[src/rtl/seq_det_ctrl.sv]
// seq_det_ctrl: serializes W-bit words into an external sequence detector,
// counts the detector's match flags per word and keeps a saturating total.
// Optional build macro SEQ_DET_CTRL_MSB_FIRST_EN selects MSB-first serial
// order; without it words are presented LSB first.
module seq_det_ctrl #(
  parameter int W = 8
) (
  input  logic                     clk,
  input  logic                     reset,
  input  logic                     in_valid,
  input  logic [W-1:0]             in_data,
  output logic                     in_ready,
  output logic                     det_rst,
  output logic                     det_bit,
  output logic                     det_en,
  input  logic                     det_out,
  output logic                     res_valid,
  output logic [$clog2(W+1)-1:0]   res_count,
  output logic [15:0]              tot_count
);

  localparam int CW = $clog2(W+1);
  localparam int BW = $clog2(W);

  typedef enum logic [1:0] {CLR, IDLE, SHIFT, DONE} state_t;

  state_t          state, state_nxt;
  logic [W-1:0]    sreg;
  logic [BW-1:0]   bit_cnt;
  logic [CW-1:0]   match_cnt;
  logic [CW-1:0]   res_q;
  logic [CW-1:0]   final_cnt;
  logic            en_q;
  logic [15:0]     tot_q;
  logic [16:0]     tot_sum;
  logic [15:0]     tot_next;
  logic            ser_bit;
  logic            accept;

`ifdef SEQ_DET_CTRL_MSB_FIRST_EN
  assign ser_bit = sreg[W-1];
`else
  assign ser_bit = sreg[0];
`endif

  assign accept    = in_valid && (state == IDLE);
  assign tot_count = tot_q;

  // Next-state and per-state control outputs
  always_comb begin
    state_nxt = state;
    in_ready  = 1'b0;
    det_en    = 1'b0;
    det_bit   = 1'b0;
    res_valid = 1'b0;
    det_rst   = reset;
    case (state)
      CLR: begin
        det_rst   = 1'b1;
        state_nxt = IDLE;
      end
      IDLE: begin
        in_ready = 1'b1;
        if (in_valid) state_nxt = SHIFT;
      end
      SHIFT: begin
        det_en  = 1'b1;
        det_bit = ser_bit;
        if (bit_cnt == BW'(W-1)) state_nxt = DONE;
      end
      DONE: begin
        res_valid = 1'b1;
        state_nxt = IDLE;
      end
      default: state_nxt = CLR;
    endcase
  end

  // Final word count folds in the detector response to the last bit, which
  // only arrives during DONE; tot_count saturates instead of wrapping
  always_comb begin
    final_cnt = match_cnt + CW'(det_out);
    tot_sum   = {1'b0, tot_q} + 17'(final_cnt);
    tot_next  = tot_sum[16] ? '1 : tot_sum[15:0];
    res_count = (state == DONE) ? final_cnt : res_q;
  end

  // State register
  always_ff @(posedge clk) begin
    if (reset) state <= CLR;
    else       state <= state_nxt;
  end

  // Shift register, bit/match counters and result registers
  always_ff @(posedge clk) begin
    if (reset) begin
      sreg      <= '0;
      bit_cnt   <= '0;
      match_cnt <= '0;
      en_q      <= 1'b0;
      res_q     <= '0;
      tot_q     <= '0;
    end else begin
      en_q <= det_en;
      if (accept) begin
        sreg      <= in_data;
        bit_cnt   <= '0;
        match_cnt <= '0;
      end else begin
        if (state == SHIFT) begin
`ifdef SEQ_DET_CTRL_MSB_FIRST_EN
          sreg <= {sreg[W-2:0], 1'b0};
`else
          sreg <= {1'b0, sreg[W-1:1]};
`endif
          bit_cnt <= bit_cnt + BW'(1);
        end
        if (en_q && det_out) match_cnt <= match_cnt + CW'(1);
      end
      if (state == DONE) begin
        res_q <= final_cnt;
        tot_q <= tot_next;
      end
    end
  end

endmodule

[config.mk]
export PLATFORM = sky130hd
export DESIGN_NAME = seq_det_ctrl
export DESIGN_NICKNAME = d
export VERILOG_FILES = /design/src/rtl/seq_det_ctrl.sv
export SDC_FILE = /design/constraint.sdc
export NUM_CORES = 1
export LEC_CHECK = 0
export BUFFER_PORTS_ARGS = -buffer_cell sky130_fd_sc_hd__buf_2
export CORE_UTILIZATION = 36
export DETAILED_ROUTE_END_ITERATION = 10
export PLACE_DENSITY = 0.57
export SLEW_MARGIN = 0
export SYNTH_ARGS = -nofsm -noshare
export SYNTH_HDL_FRONTEND = slang
export SYNTH_SLANG_ARGS = --single-unit
export TNS_END_PERCENT = 30
[constraint.sdc]
create_clock -name clk -period 2.8 [get_ports clk]
set_clock_uncertainty 0.1 [all_clocks]
set_input_delay 0.28 -clock clk [delete_from_list [all_inputs] [get_ports clk]]
set_output_delay 0.28 -clock clk [all_outputs]
set_load 0.02 [all_outputs]
==> qor.yml <==
synthesis:
  synth_seq_cells: 38
  synth.distinct_cells: 42
  syn_area_per_cell_um2: 9.20
  synth_top_area_share_pct: 39.0
  synth_edf_count: 0
  yosys.area.top_type: "dfxtp_1"
  yosysSeqAreaShare_pct: 39.0
  ys_warn_count: 0
  synthTopCellsByArea: "dfxtp_1 39%, ha_1 9.0%, mux2i_1 5.6%"
  synthCells: 212
  synth.net_count: 239
  synth.most_common_cell: "dfxtp_1"
  syn-cell-area_um2: 1950
  yosys_most_used_dff: "dfxtp_1"
  synth.top_cells.by_count: "38 x dfxtp_1, 24 x nor2_1, 14 x ha_1"
  synth-async-reset-ratio_pct: 0
worst_setup_path:
  cp_max_fo: 8
  crit_type: "flip-flop to flip-flop"
  rrSetupSlack_ps: 160
  arrival_ps: 2750
  reg2reg_depth: 8
  r2r_end: "tot_count[10]"
  critPathCaptureType: "flip-flop"
  startpoint_type: "flip-flop"
  crit-reg2reg-launch: "match_cnt[0]"
  cp-startpoint: "match_cnt[0]"
  worst_ep_required_time_ps: 2910
  endpoint: "tot_count[10]"
global_routing:
  gr-usage-all-layers_pct: 15.2
  grt_pass1_vias: 1417
  grt_pass1_wl_um: 6530
  grt_max_degree: 24
  grt-ovfl-total: 0
  antenna_found_initial: 0
floorplan:
  die_width_um: 75.6
  initial_core_util_pct: 37.7
  die_h_um: 75.6
  dieArea_um2: 5710
  rows: 26
  io_pins: 37
  coreArea_um2: 5170
run:
  maxCapViolations: 0
cells_and_area:
  syn_to_final_growth_pct: 19.3
  fin_nets: 281
  layout-drive-gt1-share_pct: 22.7
  antenna_cells_inserted: 0
drt:
  drtPass1Iterations: 4
  wirelength_um: 3980
  wl_per_cell_um: 12.2
  routed-via-count: 1632
  drt_iter0_markers: 111
  routed_via_density: 5.02
  postRouteAntennaNets: 0
  drc: 0
timing:
  layout_min_cycle_time_ps: 2640
  finalSetupTns_ps: 0
  clock.fmax_ghz: 0.379
  drv_slew: 0
  rsz0062_at_grt: "false"
  holdWs_ps: 168
  final-hold-violation-count: 0
  relSlewSlack_pct: 67.7
  fin_ws_ps: 160
  period_share_pct: 94.3
  tightestPinTransition_ps: 483
  setup_viol: 0
power:
  total_leakage_power_nw: 0.964
  fin_total_pwr_mw: 1.42
  vdd_ir_drop_max_mv: 0.368
  power_density_nw_per_um2: 613
cts:
  htreeDepth: 2
  cts-hold-fix-buffers: 0
  clk_latency_ps: 290
  cts_made_buffers: 5
  clkSinkCount: 38
  clk_pin_slew_ps: 70
  cts_buffer_depth: 2
  cts_tree: "built"
  clockRootBuffer: "clkbuf_8"
run_status:
  status: "completed"
worst_hold_path:
  holdPathStages: 3
  hold_class: "input port to flip-flop"
place:
  globalplace.congestion: 0.706
  dp_hpwl_um: 2880
  port_buffers: 36
  post-place-ws_ps: 29.8
-- cell families after synthesis --
logic type / Yosys count / synth area share [%]
AOI/OAI and AO/OA: 49 / 16.9
xor gates and xnor gates: 8 / 3.59
adders and majority gates: 15 / 10.0
buffers and inverters: 19 / 4.24
DFF: 38 / 39.0
muxes: 15 / 7.96
and+or+nand+nor: 68 / 18.3
-- worst min path at each step --
stage,start,endpoint,slack (ps)
floorplan,reset,res_q[0],250
global placement,sreg[7],sreg[7],380
detailed placement,sreg[7],sreg[7],390
CTS,in_data[4],sreg[4],160
global route,in_data[0],sreg[0],170
finish,in_data[7],sreg[7],170
-- flip-flops by register name, indices dropped and copies added, names as in the netlist --
| name | count |
|---|---|
| res_q | 4 |
| match_cnt | 4 |
| bit_cnt | 3 |
| en_q | 1 |
| state | 2 |
| tot_count | 16 |
| sreg | 8 |
-- final cells by class --
class	instances	area, um^2
multi-input cells	155	1110
inverters	12	45.0
repair buffers	42	225
clock inverters	1	5.00
well taps	70	87.6
fillers	526	2850
clock buffers	7	86.3
flip-flops and latches	38	761
-- stage by stage --
stage	instances	util (%)	cell area, um^2
finish	325	44.9	2320
global route	325	44.9	2320
CTS	325	44.8	2320
detailed placement	317	43.0	2220
global placement	317	43.0	2220
floorplan	212	-	1950
-- what timing repair did --
item / 4_1_cts / 5_1_grt
buffers inserted: 0 / 0
gates resized for setup: 0 / 2
endpoints found under the setup margin: 0 / 5
-- worst max-delay path: stages, from the launching register on --
cell,delay [ps]
dfxtp_1,350
ha_1,210
ha_1,290
inv_1,50
fa_1,430
nand2b_4,170
a2111o_1,470
or3_1,340
a31oi_1,170
-- cell usage in the layout, fill, tap and decap left out, types with 3 or more instances in the layout --
cell type and count:
nand3_1 10, xnor2_1 4, nand2_1 6, or3_1 5
dfxtp_1 38, and4_1 3, inv_1 12, a211oi_1 12
o21ai_0 7, ha_1 14, a31oi_1 7, nor2_1 24
a21oi_1 11, nor2b_1 4, mux2i_1 11, xor2_1 4
mux2_2 4, buf_2 36, clkbuf_8 6, buf_4 6
-- power breakdown --
part	leakage (nW)	switching [mW]	internal [mW]	total, mW
sequential	0.308	0.0441	0.607	0.651
combinational	0.608	0.220	0.163	0.382
clock	0.0482	0.193	0.199	0.392
total	0.964	0.457	0.968	1.42
-- metal layers --
layer	up-vias	wire, um	global-route usage, %
li1	854	-	-
met1	750	1990	20.5
met2	20	1810	22.8
met3	8	114	4.10
met4	0	68	6.79
met5	-	0	0
(Power assumes the default switching activity.)
